===== src/rtl/zephyr_pkg.sv =====
// Shared types and encodings for the zephyr_core multi-cycle sequencer.
package zephyr_pkg;

    typedef enum logic [2:0] {
        ST_FETCH,
        ST_DECODE,
        ST_EXECUTE,
        ST_MEMREAD,
        ST_MEMWRITE,
        ST_HALT
    } state_e;

    typedef enum logic [1:0] {
        OP_SYS   = 2'b00,
        OP_LOAD  = 2'b01,
        OP_STORE = 2'b10,
        OP_ALU   = 2'b11
    } op_e;

    typedef enum logic [1:0] {
        SYS_NOP  = 2'b00,
        SYS_JMP  = 2'b01,
        SYS_JZ   = 2'b10,
        SYS_HALT = 2'b11
    } sys_e;

    typedef enum logic [1:0] {
        FN_ADD = 2'b00,
        FN_SUB = 2'b01,
        FN_AND = 2'b10,
        FN_XOR = 2'b11
    } func_e;

endpackage


===== src/rtl/zephyr_core_zregfile_n.sv =====
// NREG x DATA_W register file: one write port, two combinational read ports.
module zregfile_n #(
    parameter int unsigned NREG   = 4,
    parameter int unsigned DATA_W = 8,
    parameter int unsigned REG_W  = $clog2(NREG)
) (
    input  logic              CLK,
    input  logic              RESET_N,
    input  logic              we,
    input  logic [REG_W-1:0]  waddr,
    input  logic [DATA_W-1:0] wdata,
    input  logic [REG_W-1:0]  raddr_a,
    output logic [DATA_W-1:0] rdata_a,
    input  logic [REG_W-1:0]  raddr_b,
    output logic [DATA_W-1:0] rdata_b
);

    logic [DATA_W-1:0] regs [NREG];

    always_ff @(posedge CLK or negedge RESET_N) begin
        if (!RESET_N) begin
            for (int i = 0; i < NREG; i++) begin
                regs[i] <= '0;
            end
        end else if (we) begin
            regs[waddr] <= wdata;
        end
    end

    assign rdata_a = regs[raddr_a];
    assign rdata_b = regs[raddr_b];

endmodule


===== src/rtl/zephyr_core.sv =====
// Multi-cycle fetch/decode/execute sequencer with register file, ALU, flags, jumps and halt.
module zephyr_core
    import zephyr_pkg::*;
#(
    parameter int unsigned DATA_W = 8,
    parameter int unsigned ADDR_W = 4,
    parameter int unsigned NREG   = 4
) (
    input  logic              CLK,
    input  logic              RESET_N,
    output logic [ADDR_W-1:0] MEM_ADDR,
    output logic              MEM_WE,
    output logic [DATA_W-1:0] MEM_WDATA,
    input  logic [DATA_W-1:0] MEM_RDATA,
    output logic [ADDR_W-1:0] PC_OUT,
    output logic              FLAG_Z,
    output logic              FLAG_C,
    output logic              RETIRE,
    output logic              HALTED
);

    localparam int unsigned REG_W   = $clog2(NREG);
    localparam int unsigned OP_LSB  = REG_W + ADDR_W;
    localparam int unsigned INSTR_W = 2 + OP_LSB;

    if (DATA_W < INSTR_W || ADDR_W < 2 + REG_W || NREG < 4 || (NREG & (NREG - 1)) != 0) begin : g_bad_params
        $error("zephyr_core: illegal DATA_W/ADDR_W/NREG combination");
    end

    state_e              state_q, state_d;
    logic [ADDR_W-1:0]   pc_q, pc_d, mem_addr_q, mem_addr_d;
    logic [INSTR_W-1:0]  ir_q, ir_d;
    logic [DATA_W-1:0]   mem_wdata_q, mem_wdata_d;
    logic                mem_we_q, mem_we_d, z_q, z_d, c_q, c_d;
    logic                retire_q, retire_d, halted_q, halted_d;

    op_e                 op;
    sys_e                sys;
    func_e               func;
    logic [REG_W-1:0]    rd, rs;
    logic [ADDR_W-1:0]   addr, pc_inc;
    logic [DATA_W-1:0]   rd_val, rs_val, rf_wdata, alu_res;
    logic [DATA_W:0]     alu_wide;
    logic                rf_we;

    assign op     = op_e'(ir_q[OP_LSB+1:OP_LSB]);
    assign rd     = ir_q[OP_LSB-1:ADDR_W];
    assign addr   = ir_q[ADDR_W-1:0];
    assign func   = func_e'(addr[ADDR_W-1:ADDR_W-2]);
    assign rs     = addr[REG_W-1:0];
    assign sys    = (32'(rd) > 32'd3) ? SYS_NOP : sys_e'(rd[1:0]);
    assign pc_inc = pc_q + ADDR_W'(1);

    zregfile_n #(.NREG(NREG), .DATA_W(DATA_W), .REG_W(REG_W)) u_regfile (
        .CLK     (CLK),
        .RESET_N (RESET_N),
        .we      (rf_we),
        .waddr   (rd),
        .wdata   (rf_wdata),
        .raddr_a (rd),
        .rdata_a (rd_val),
        .raddr_b (rs),
        .rdata_b (rs_val)
    );

    // Extra MSB of alu_wide holds carry (ADD) or borrow (SUB); zero for logic ops.
    always_comb begin
        alu_wide = '0;
        case (func)
            FN_ADD:  alu_wide = {1'b0, rd_val} + {1'b0, rs_val};
            FN_SUB:  alu_wide = {1'b0, rd_val} - {1'b0, rs_val};
            FN_AND:  alu_wide = {1'b0, rd_val & rs_val};
            default: alu_wide = {1'b0, rd_val ^ rs_val};
        endcase
    end
    assign alu_res = alu_wide[DATA_W-1:0];

    always_ff @(posedge CLK or negedge RESET_N) begin
        if (!RESET_N) begin
            state_q <= ST_FETCH;
        end else begin
            state_q <= state_d;
        end
    end

    always_ff @(posedge CLK or negedge RESET_N) begin
        if (!RESET_N) begin
            pc_q        <= '0;
            ir_q        <= '0;
            mem_addr_q  <= '0;
            mem_we_q    <= 1'b0;
            mem_wdata_q <= '0;
            z_q         <= 1'b0;
            c_q         <= 1'b0;
            retire_q    <= 1'b0;
            halted_q    <= 1'b0;
        end else begin
            pc_q        <= pc_d;
            ir_q        <= ir_d;
            mem_addr_q  <= mem_addr_d;
            mem_we_q    <= mem_we_d;
            mem_wdata_q <= mem_wdata_d;
            z_q         <= z_d;
            c_q         <= c_d;
            retire_q    <= retire_d;
            halted_q    <= halted_d;
        end
    end

    always_comb begin
        state_d = state_q;
        case (state_q)
            ST_FETCH:   state_d = ST_DECODE;
            ST_DECODE:  state_d = ST_EXECUTE;
            ST_EXECUTE: begin
                case (op)
                    OP_LOAD:  state_d = ST_MEMREAD;
                    OP_STORE: state_d = ST_MEMWRITE;
                    OP_SYS:   state_d = (sys == SYS_HALT) ? ST_HALT : ST_FETCH;
                    default:  state_d = ST_FETCH;
                endcase
            end
            ST_MEMREAD, ST_MEMWRITE: state_d = ST_FETCH;
            ST_HALT:    state_d = ST_HALT;
            default:    state_d = ST_FETCH;
        endcase
    end

    // Next values of all registered outputs and architectural state; HALT holds everything.
    always_comb begin
        pc_d        = pc_q;
        ir_d        = ir_q;
        mem_addr_d  = mem_addr_q;
        mem_we_d    = 1'b0;
        mem_wdata_d = mem_wdata_q;
        z_d         = z_q;
        c_d         = c_q;
        retire_d    = 1'b0;
        halted_d    = halted_q;
        rf_we       = 1'b0;
        rf_wdata    = alu_res;
        case (state_q)
            ST_FETCH:  mem_addr_d = pc_q;
            ST_DECODE: ir_d = MEM_RDATA[INSTR_W-1:0];
            ST_EXECUTE: begin
                case (op)
                    OP_SYS: begin
                        retire_d = 1'b1;
                        case (sys)
                            SYS_JMP:  pc_d = addr;
                            SYS_JZ:   pc_d = z_q ? addr : pc_inc;
                            SYS_HALT: halted_d = 1'b1;
                            default:  pc_d = pc_inc;
                        endcase
                    end
                    OP_LOAD: mem_addr_d = addr;
                    OP_STORE: begin
                        mem_addr_d  = addr;
                        mem_wdata_d = rd_val;
                        mem_we_d    = 1'b1;
                    end
                    default: begin
                        rf_we    = 1'b1;
                        z_d      = (alu_res == '0);
                        c_d      = alu_wide[DATA_W];
                        pc_d     = pc_inc;
                        retire_d = 1'b1;
                    end
                endcase
            end
            ST_MEMREAD: begin
                rf_we    = 1'b1;
                rf_wdata = MEM_RDATA;
                z_d      = (MEM_RDATA == '0);
                pc_d     = pc_inc;
                retire_d = 1'b1;
            end
            ST_MEMWRITE: begin
                pc_d     = pc_inc;
                retire_d = 1'b1;
            end
            default: ;
        endcase
    end

    assign MEM_ADDR  = mem_addr_q;
    assign MEM_WE    = mem_we_q;
    assign MEM_WDATA = mem_wdata_q;
    assign PC_OUT    = pc_q;
    assign FLAG_Z    = z_q;
    assign FLAG_C    = c_q;
    assign RETIRE    = retire_q;
    assign HALTED    = halted_q;

endmodule


===== config.mk =====
export PLATFORM = sky130hd
export DESIGN_NAME = zephyr_core
export DESIGN_NICKNAME = d
export VERILOG_FILES = /design/src/rtl/zephyr_pkg.sv /design/src/rtl/zephyr_core_zregfile_n.sv /design/src/rtl/zephyr_core.sv
export SDC_FILE = /design/constraint.sdc
export NUM_CORES = 1
export LEC_CHECK = 0
export ABC_CLOCK_PERIOD_IN_PS = 7950
export CORE_MARGIN = 3
export CORE_UTILIZATION = 60
export DETAILED_ROUTE_END_ITERATION = 6
export PLACE_DENSITY = 0.94
export SLEW_MARGIN = 15
export SYNTH_ARGS = -nofsm -noshare
export SYNTH_HDL_FRONTEND = slang
export SYNTH_SLANG_ARGS = --single-unit

===== constraint.sdc =====
create_clock -name CLK -period 7.95 [get_ports CLK]
set_clock_uncertainty 0.1 [all_clocks]
set_input_delay 1.59 -clock CLK [delete_from_list [all_inputs] [get_ports CLK]]
set_output_delay 1.59 -clock CLK [all_outputs]
set_load 0.01 [all_outputs]

==> out/qor.csv, run 1 <==
metric;value;unit
run_status;finished, final reports clean;
place_congestion;0.907;
drive_above_1_share;0.190;
yosysTopAreaCell;sky130_fd_sc_hd__dfrtp_1;
clkLatencyLatePin;350;ps
post_synth_instance_area;0.00403;mm²
synth.net_count;398;
number_of_buffers_inserted_for_hold_repair_after_clock_tree_synthesis;0;
half_perimeter_wire_length_after_placement;6940;µm
setup_total_negative_slack;0;ps
post_cts_buffers;0;
r2r_slack;3990;ps
netlist_instances;361;
min-delay-path-class;flip-flop to flip-flop;
rr_endpoint;u_regfile.regs[6]$_DFFE_PN0P_;
tritoncts;done;
floorplan.die.height;87.9;µm
synth_async_reset_ratio;1.00;
per_cell_via_count_in_the_routed_design;6.65;
worst_path_cell_chain;mux4_2, inv_1, ha_1, nor2b_1, a22oi_1, o21ai_1, xor2_1, ha_1, o211a_1, o31a_1, o21a_1, o31a_1, a21oi_1, mux2_2;
rsz0062_at_grt;no;
detail-route-antenna-nets;0;
highest_layer;met4;
final.setup.worst_slack;3990;ps
critical-path-slowest-cell;sky130_fd_sc_hd__dfrtp_1;
max_freq;0.253;GHz
ys_warn_count;0;
post_cts_resized;0;
detailedPlace.worstSlack;4020;ps
netlist-cell-type-count;51;
yosysTopAreaCellShare;0.398;
design.core.area;0.00642;mm²
timing.final.crit_period;3960;ps
cts-root-buf;sky130_fd_sc_hd__clkbuf_8;
final.period_utilization;0.498;
worst_slew_margin_rel;0.303;
slew_violations;0;
met3_wirelength;665;µm
nFillCells;408;
setup_viol;0;
design.final.nets;426;
cts_sinks;64;
worst-endpoint-arrival;4150;ps
path_clk_slew;80;ps
timing.hold.worst_endpoint;HALTED$_DFFE_PN0P_;
detailedRoute.firstIterationViolations;365;
critPathCaptureType;flip-flop;
critPathKind;flip-flop to flip-flop;
fp.dieArea;0.00773;mm²
min_from;HALTED$_DFFE_PN0P_;
tritoncts.num_buffers;9;
met2WireLength;4670;µm
chipWidth;87.9;µm
drt_pre_antenna_iters;6;
grt_overflow;0;
maxCapViolCount;0;
commonest_non_fill_non_tap_cells_in_the_layout;64 x sky130_fd_sc_hd__dfrtp_1, 37 x sky130_fd_sc_hd__mux2_2, 30 x sky130_fd_sc_hd__nand2_1;
critPathLaunchType;flip-flop;
placement.io_buffers;30;
io-pin-count;31;
synthTopCellsByArea;sky130_fd_sc_hd__dfrtp_1 40%, sky130_fd_sc_hd__mux2_2 10%, sky130_fd_sc_hd__ha_1 8.1%;
routed_wl;9740;µm
start_util;0.627;
cts_buffer_depth;2;
synth-edff-count;0;
reg2reg_depth;14;
cp.required;8150;ps
pin_count_of_the_biggest_net_entering_global_routing;65;
via_count_of_the_first_global_routing_pass;3155;
postSynthRegisterBits;64;
synth-main-ff-cell;sky130_fd_sc_hd__dfrtp_1;
grt_util_all_layers;0.273;
synthesis.area_per_instance;11.2;µm²
wirelength_met1;4020;µm
syn2layout_area_growth;13.3;%
max_incr_delay_on_cp;740;ps
number_of_standard_cell_rows_in_the_floorplan;29;
antenna-diode-count;0;
htree_levels;3;
grt_pass1_wl;16000;µm
crit_path_max_fo;12;
hold_path_depth;1;
layout_commonest_cell;sky130_fd_sc_hd__dfrtp_1;
worst_r2r_startpoint;ir_q[0]$_DFFE_PN0N_;
post_drt_wl_per_cell;20.7;µm
worst-slew-pin-transition;1040;ps
grt_antenna_before_repair;0;
hold_viol_final;0;
sequential_to_total_area_share_from_yosys_stat;0.398;
num_vias;3130;
drc;0;
[worst max-delay path: cells and delay by family (launching register included)]
family | cells | cell delay, ps
compound gates | 7 | 1330
fa+ha+maj | 2 | 460
simple gates | 1 | 150
xor+xnor | 1 | 160
flops | 1 | 740
buf+inv | 1 | 80
mux | 2 | 880
[kinds of logic after synthesis]
family / synth area share
flip-flops: 0.398
AND/OR/NAND/NOR: 0.109
XOR/XNOR: 0.0174
AO/OA/AOI/OAI: 0.121
adder cells (fa/ha/maj): 0.0857
buffers and inverters: 0.0273
multiplexers: 0.242
[per-layer routing]
layer  vias up  GRT usage
li1       1390          -
met1      1550      0.358
met2       154      0.417
met3        36     0.0677
met4         0      0.148
met5         -          0
[metrics by stage]
step / cell area (µm²) / util / hold slack, ps / cells
2_1_floorplan: 4030 / - / 367 / 361
3_3_place_gp: 4370 / 0.680 / 351 / 455
3_5_place_dp: 4370 / 0.680 / 358 / 455
4_1_cts: 4560 / 0.711 / 375 / 471
5_1_grt: 4560 / 0.711 / 400 / 471
6_report: 4560 / 0.711 / 375 / 471
[Yosys cell counts, drive strengths merged, types with 9 or more instances]
cell,count
a21oi,21
mux2,47
nor2,16
o21ai,21
dfrtp,64
inv,13
nand2,30
ha,26
clkbuf,9
mux2i,10
mux4,15
nor2b,9
[layout make-up]
type | count | area [µm²] | share of cell area
tap | 77 | 96.3 | 0.0211
multi-input combinational | 270 | 2320 | 0.508
sequential | 64 | 1600 | 0.351
clock inverter | 7 | 72.6 | 0.0159
inverter | 13 | 48.8 | 0.0107
timing repair buffer | 31 | 303 | 0.0664
clock buffer | 9 | 124 | 0.0271
[how the worst max path moves through the flow]
stage          cells after the start           startpoint  slack [ps]                             end
6_report                          14  ir_q[0]$_DFFE_PN0N_        3990   u_regfile.regs[6]$_DFFE_PN0P_
3_3_place_gp                      13  ir_q[0]$_DFFE_PN0N_        4110   u_regfile.regs[5]$_DFFE_PN0P_
2_1_floorplan                     14  ir_q[1]$_DFFE_PN0N_        4540  u_regfile.regs[13]$_DFFE_PN0P_
5_1_grt                           14  ir_q[0]$_DFFE_PN0N_        3710  u_regfile.regs[15]$_DFFE_PN0P_
4_1_cts                           13  ir_q[0]$_DFFE_PN0N_        4010   u_regfile.regs[5]$_DFFE_PN0P_
3_5_place_dp                      13  ir_q[0]$_DFFE_PN0N_        4020   u_regfile.regs[5]$_DFFE_PN0P_
[state kept, by name, indices dropped and copies added (netlist names)]
name / count
ir_q: 8
PC_OUT: 4
state_q: 3
u_regfile.regs: 32
HALTED: 1
MEM_WE: 1
MEM_ADDR: 4
FLAG_Z: 1
FLAG_C: 1
MEM_WDATA: 8
RETIRE: 1
Power of run 1 is not shown: default switching activity piles up to over one toggle a cycle in this logic, so the estimate is an artifact.
==> run 2, diff against run 1 <==
--- a/config.mk
+++ b/config.mk
@@ -5,11 +5,11 @@
 export SDC_FILE = /design/constraint.sdc
 export NUM_CORES = 1
 export LEC_CHECK = 0
-export ABC_CLOCK_PERIOD_IN_PS = 7950
+export ABC_CLOCK_PERIOD_IN_PS = 4000
 export CORE_MARGIN = 3
-export CORE_UTILIZATION = 60
+export CORE_UTILIZATION = 59
 export DETAILED_ROUTE_END_ITERATION = 6
-export PLACE_DENSITY = 0.94
+export PLACE_DENSITY = 0.92
 export SLEW_MARGIN = 15
 export SYNTH_ARGS = -nofsm -noshare
 export SYNTH_HDL_FRONTEND = slang
==> constraint.sdc (replaced) <==
create_clock -name CLK -period 4 [get_ports CLK]
set_clock_uncertainty 0.1 [all_clocks]
set_input_delay 0.8 -clock CLK [delete_from_list [all_inputs] [get_ports CLK]]
set_output_delay 0.8 -clock CLK [all_outputs]
set_load 0.01 [all_outputs]
==> run 2 against run 1 <==
Clock-buffer cell count unchanged. Global-route usage increased by 0.14 points. Die area grew 1.6%. Routed wire length is 2.8% higher. Cell count grew 1.1%. First-iteration DRC count shrank 17%. Utilization rose by 0.46 points. Via count up 3.7%. Worst hold slack worse by 0.52 ps. Critical endpoint is now u_regfile.regs[13]$_DFFE_PN0P_. Highest routed layer unchanged.
==> out/qor.csv, run 2 (synthesis gave the netlist of run 1 again) <==
metric;value;unit;change
num_vias;3247;;was 3130
critPathKind;flip-flop to flip-flop;;unchanged
clkLatencyLatePin;350;ps;about the same
largest_register_ffs;32;;unchanged
final.period_utilization;0.954;;was 0.498
fp.dieArea;0.00786;mm²;was 0.00773 mm²
seqCellArea;0.00160;mm²;about the same
via_count_of_the_first_global_routing_pass;3253;;was 3155
cts-root-buf;sky130_fd_sc_hd__clkbuf_8;;unchanged
grt_antenna_before_repair;0;;unchanged
routed_wl;10000;µm;was 9740 µm
max_incr_delay_on_cp;580;ps;was 740 ps
commonest_non_fill_non_tap_cells_in_the_layout;63 x sky130_fd_sc_hd__dfrtp_1, 37 x sky130_fd_sc_hd__mux2_2, 30 x sky130_fd_sc_hd__nand2_1;;was 64 x sky130_fd_sc_hd__dfrtp_1, 37 x sky130_fd_sc_hd__mux2_2, 30 x sky130_fd_sc_hd__nand2_1
min_from;HALTED$_DFFE_PN0P_;;unchanged
layout_commonest_cell;sky130_fd_sc_hd__dfrtp_1;;unchanged
cp.required;4130;ps;was 8150 ps
io-pin-count;31;;unchanged
nFillCells;391;;was 408
worstSetupStartpoint;ir_q[0]$_DFFE_PN0N_;;unchanged
setup_total_negative_slack;0;ps;unchanged
worst_slew_margin_rel;0.400;;was 0.303
grt_pass1_wl;16300;µm;was 16000 µm
placed_area;0.00440;mm²;was 0.00437 mm²
worst_path_cell_chain;mux4_2, inv_2, ha_1, nor2b_1, a22oi_1, o21ai_1, xor2_1, ha_1, o211a_1, o31ai_1, a21boi_1, o31ai_1, mux2_2, mux2_2;;was mux4_2, inv_1, ha_1, nor2b_1, a22oi_1, o21ai_1, xor2_1, ha_1, o211a_1, o31a_1, o21a_1, o31a_1, a21oi_1, mux2_2
path_clk_slew;90;ps;was 80 ps
layout_cell_area_excl_fill;0.00464;mm²;was 0.00456 mm²
tritoncts;done;;unchanged
tritoncts.num_buffers;9;;unchanged
worst_r2r_startpoint;ir_q[0]$_DFFE_PN0N_;;unchanged
grt_overflow;0;;unchanged
rsz0062_at_grt;no;;unchanged
htree_levels;3;;unchanged
multi_input_comb_area;0.00233;mm²;was 0.00232 mm²
chipWidth;88.6;µm;was 87.9 µm
number_of_buffers_inserted_for_hold_repair_after_clock_tree_synthesis;0;;unchanged
timing.final.crit_period;3820;ps;was 3960 ps
grt_util_all_layers;0.274;;was 0.273
detail-route-antenna-nets;0;;unchanged
number_of_standard_cell_rows_in_the_floorplan;29;;unchanged
antenna-diode-count;0;;unchanged
max_freq;0.262;GHz;was 0.253 GHz
floorplan.die.height;88.6;µm;was 87.9 µm
drt_pre_antenna_iters;5;;was 6
pin_count_of_the_biggest_net_entering_global_routing;42;;was 65
drc;0;;unchanged
placement.io_buffers;30;;unchanged
timing.hold.worst_endpoint;HALTED$_DFFE_PN0P_;;unchanged
half_perimeter_wire_length_after_placement;6860;µm;was 6940 µm
design.core.area;0.00649;mm²;was 0.00642 mm²
syn2layout_area_growth;15.3;%;was 13.3%
detailedRoute.firstIterationViolations;302;;was 365
slew_violations;0;;unchanged
critPathCaptureType;flip-flop;;unchanged
post-place-cells;460;;was 455
drive_above_1_share;0.211;;was 0.190
setup_viol;0;;unchanged
hold_path_depth;1;;unchanged
crit_path_max_fo;8;;was 12
cts_sinks;64;;unchanged
critical-path-slowest-cell;sky130_fd_sc_hd__mux4_2;;was sky130_fd_sc_hd__dfrtp_1
final-instance-count-excl-fill;476;;was 471
critPathLaunchType;flip-flop;;unchanged
run_status;finished, final reports clean;;unchanged
post_drt_wl_per_cell;21.0;µm;was 20.7 µm
place_congestion;0.906;;was 0.907
maxCapViolCount;0;;unchanged
reg2reg_depth;14;;unchanged
worst-endpoint-arrival;3950;ps;was 4150 ps
start_util;0.620;;was 0.627
largest_register;u_regfile.regs;;unchanged
rr_endpoint;u_regfile.regs[13]$_DFFE_PN0P_;;was u_regfile.regs[6]$_DFFE_PN0P_
cts_buffer_depth;2;;unchanged
worst-slew-pin-transition;900;ps;was 1040 ps
design.final.nets;431;;was 426
per_cell_via_count_in_the_routed_design;6.82;;was 6.65
min-delay-path-class;flip-flop to flip-flop;;unchanged
r2r_slack;180;ps;was 3990 ps
hold_viol_final;0;;unchanged
==> run 2: changes by cell type in the layout (fill, tap and decap cells not counted), sizes merged <==
cell / before / now
bufinv: 1 / 2
clkinvlp: 2 / 1
inv: 13 / 15
buf: 2 / 7
clkinv: 4 / 2
==> run 2: worst max-delay path: cells and delay by family (launching register included) <==
kind                     cells  cell delay [ps]
AO/OA/AOI/OAI                6              970
adder cells (fa/ha/maj)      2              560
flip-flops                   1              500
AND/OR/NAND/NOR              1              210
XOR/XNOR                     1               90
buffers and inverters        1               90
multiplexers                 3             1160
==> run 2: how the worst max path moves through the flow <==
| stage | to | slack [ps] | cells past startpoint |
|---|---|---|---|
| 6_report | u_regfile.regs[13]$_DFFE_PN0P_ | 180 | 14 |
| 3_5_place_dp | u_regfile.regs[5]$_DFFE_PN0P_ | 240 | 13 |
| 3_3_place_gp | u_regfile.regs[21]$_DFFE_PN0P_ | 400 | 13 |
| 2_1_floorplan | u_regfile.regs[13]$_DFFE_PN0P_ | 590 | 14 |
| 5_1_grt | u_regfile.regs[29]$_DFFE_PN0P_ | 30 | 14 |
| 4_1_cts | u_regfile.regs[13]$_DFFE_PN0P_ | 90 | 13 |
==> run 2: metrics by stage <==
stage                util  hold slack, ps  setup slack, ps
floorplan               -             367              592
global placement    0.678             355              404
detailed placement  0.678             362              239
CTS                 0.713             380             91.0
global route        0.715             403             34.2
finish              0.715             375              182
==> run 2: metal layers <==
layer  global-route usage  vias up  part of all wire  routed length [µm]
li1                     -     1404                 -                   -
met1                0.372     1623              0.41                4150
met5                    0        -                 0                   0
met2                0.417      179              0.48                4760
met4                0.144        0             0.039                 390
met3               0.0549       41             0.070                 702
==> run 2: repair_timing <==
| item | in CTS | in global routing |
|---|---|---|
| setup buffers | 0 | 0 |
| endpoints found under the setup margin | 0 | 13 |
| gates resized for setup | 0 | 4 |
==> run 2: cell type report <==
class	count	area share
inverter	13	0.0105
sequential	64	0.345
clock buffer	9	0.0267
multi-input combinational	270	0.502
tap	77	0.0207
timing repair buffer	36	0.0733
clock inverter	7	0.0221
Power of run 2 is left out for the same reason.
==> run 3, diff against run 2 <==
--- a/config.mk
+++ b/config.mk
@@ -6,7 +6,7 @@
 export NUM_CORES = 1
 export LEC_CHECK = 0
 export ABC_CLOCK_PERIOD_IN_PS = 4000
-export CORE_MARGIN = 3
+export CORE_MARGIN = 1.5
 export CORE_UTILIZATION = 59
 export DETAILED_ROUTE_END_ITERATION = 6
 export PLACE_DENSITY = 0.92
==> run 3 against run 2 <==
The run now ends with DRC left. Critical path depth did not move. Worst hold slack lost 36 ps. Register-to-register slack improved by 60 ps. Cell area increased by 0.35%. Cell count increased by 0.42%. Via count down 2.4%. Sequential share of layout area shrank 0.12 points. Largest cell class unchanged.
==> out/qor.csv, run 3 (synthesis gave the netlist of run 1 again) <==
metric;value;unit;change
chipWidth;85.6;µm;was 88.6 µm
design.core.area;0.00646;mm²;was 0.00649 mm²
post_drt_wl_per_cell;20.6;µm;was 21.0 µm
clkLatencyLatePin;370;ps;was 350 ps
fp.dieArea;0.00733;mm²;was 0.00786 mm²
antenna-diode-count;0;;unchanged
start_util;0.624;;was 0.620
hold_viol_final;0;;unchanged
path_clk_slew;80;ps;was 90 ps
grt_pass1_wl;16300;µm;about the same
setup_total_negative_slack;0;ps;unchanged
worst_r2r_startpoint;ir_q[0]$_DFFE_PN0N_;;unchanged
detailedRoute.firstIterationViolations;318;;was 302
nFillCells;393;;was 391
routed_wl;9870;µm;was 10000 µm
min-delay-path-class;input pin to async pin;;was flip-flop to flip-flop
commonest_non_fill_non_tap_cells_in_the_layout;63 x sky130_fd_sc_hd__dfrtp_1, 37 x sky130_fd_sc_hd__mux2_2, 30 x sky130_fd_sc_hd__nand2_1;;unchanged
number_of_standard_cell_rows_in_the_floorplan;29;;unchanged
grt_antenna_before_repair;0;;unchanged
critPathKind;flip-flop to flip-flop;;unchanged
half_perimeter_wire_length_after_placement;7220;µm;was 6860 µm
cp.required;4190;ps;was 4130 ps
num_vias;3170;;was 3247
final.period_utilization;0.940;;was 0.954
floorplan.die.height;85.6;µm;was 88.6 µm
placement.io_buffers;30;;unchanged
max_incr_delay_on_cp;470;ps;was 580 ps
number_of_buffers_inserted_for_hold_repair_after_clock_tree_synthesis;0;;unchanged
drt_pre_antenna_iters;7;;was 5
setup_viol;0;;unchanged
critical-path-slowest-cell;sky130_fd_sc_hd__dfrtp_2;;was sky130_fd_sc_hd__mux4_2
failing_checks;DRC;;
critPathLaunchType;flip-flop;;unchanged
place_congestion;0.961;;was 0.906
worst-slew-pin-transition;632;ps;was 900 ps
grt_util_all_layers;0.292;;was 0.274
crit_path_max_fo;6;;was 8
maxCapViolCount;0;;unchanged
slew_violations;0;;unchanged
rsz0062_at_grt;no;;unchanged
detail-route-antenna-nets;0;;unchanged
cts_buffer_depth;2;;unchanged
htree_levels;3;;unchanged
grt_overflow;0;;unchanged
largest_register;u_regfile.regs;;unchanged
tritoncts;done;;unchanged
via_count_of_the_first_global_routing_pass;3175;;was 3253
per_cell_via_count_in_the_routed_design;6.63;;was 6.82
worst-endpoint-arrival;3950;ps;about the same
r2r_slack;240;ps;was 180 ps
drive_above_1_share;0.212;;was 0.211
syn2layout_area_growth;15.7;%;was 15.3%
cts_sinks;64;;unchanged
max_freq;0.266;GHz;was 0.262 GHz
layout_commonest_cell;sky130_fd_sc_hd__dfrtp_1;;unchanged
design.final.nets;433;;was 431
critPathCaptureType;flip-flop;;unchanged
timing.final.crit_period;3760;ps;was 3820 ps
drc;2;;was 0
largest_register_ffs;32;;unchanged
worst_path_cell_chain;mux4_2, inv_2, ha_1, and2_1, a22oi_1, o21ai_1, xor2_1, ha_1, o211a_1, o31a_1, o21a_1, o31a_1, a21oi_1, mux2_2;;was mux4_2, inv_2, ha_1, nor2b_1, a22oi_1, o21ai_1, xor2_1, ha_1, o211a_1, o31ai_1, a21boi_1, o31ai_1, mux2_2, mux2_2
tritoncts.num_buffers;9;;unchanged
pin_count_of_the_biggest_net_entering_global_routing;50;;was 42
run_status;finished with violations;;was finished, final reports clean
worst_slew_margin_rel;0.578;;was 0.400
io-pin-count;31;;unchanged
cts-root-buf;sky130_fd_sc_hd__clkbuf_8;;unchanged
worstSetupStartpoint;ir_q[0]$_DFFE_PN0N_;;unchanged
run 3: critical path, delay by kind of cell, from the launching register on:
family | cells | cell delay (ps)
simple gates | 1 | 180
buf+inv | 1 | 50
compound gates | 7 | 1500
mux | 2 | 660
flops | 1 | 470
fa+ha+maj | 2 | 580
xor+xnor | 1 | 160
run 3: timing repair:
item / CTS / global route
setup endpoints to repair: 0 / 12
hold endpoints to repair: 0 / 0
setup buffers: 0 / 2
gates resized for setup: 0 / 3
run 3: per-stage QoR:
| stage | cell area (µm²) | worst slack (ps) | hold WS (ps) | utilization | instances |
|---|---|---|---|---|---|
| finish | 4660 | 240 | 338 | 0.722 | 478 |
| global route | 4660 | 32.1 | 391 | 0.722 | 478 |
| CTS | 4630 | 97.1 | 378 | 0.718 | 476 |
| detailed placement | 4400 | 145 | 367 | 0.682 | 460 |
| global placement | 4400 | 377 | 358 | 0.682 | 460 |
| floorplan | 4030 | 592 | 367 | - | 361 |
run 3: cell type report:
class                   instances  area, µm²  share of cell area
clock buffers                  10        138              0.0295
clock inverters                 6       92.6              0.0199
inverters                      13       48.8              0.0105
multi-input cells             270       2320               0.499
flip-flops and latches         64       1600               0.344
well taps                      77       96.3              0.0207
repair buffers                 38        358              0.0768
run 3: routing by layer:
metal	up-vias	wire [µm]	global-route usage
li1	1400	-	-
met1	1572	4080	0.393
met2	155	4680	0.453
met3	43	724	0.0654
met4	0	388	0.141
met5	-	0	0
run 3: final timing paths:
check                                                 end  depth (start not counted)
max                        u_regfile.regs[22]$_DFFE_PN0P_                         14
min                                 PC_OUT[1]$_DFFE_PN0P_                          1
max reg2reg                u_regfile.regs[22]$_DFFE_PN0P_                         14
min reg2reg                            HALTED$_DFFE_PN0P_                          1
max in group asynchronous   u_regfile.regs[8]$_DFFE_PN0P_                          2
min in group CLK                       HALTED$_DFFE_PN0P_                          1
Power of run 3 is left out for the same reason.
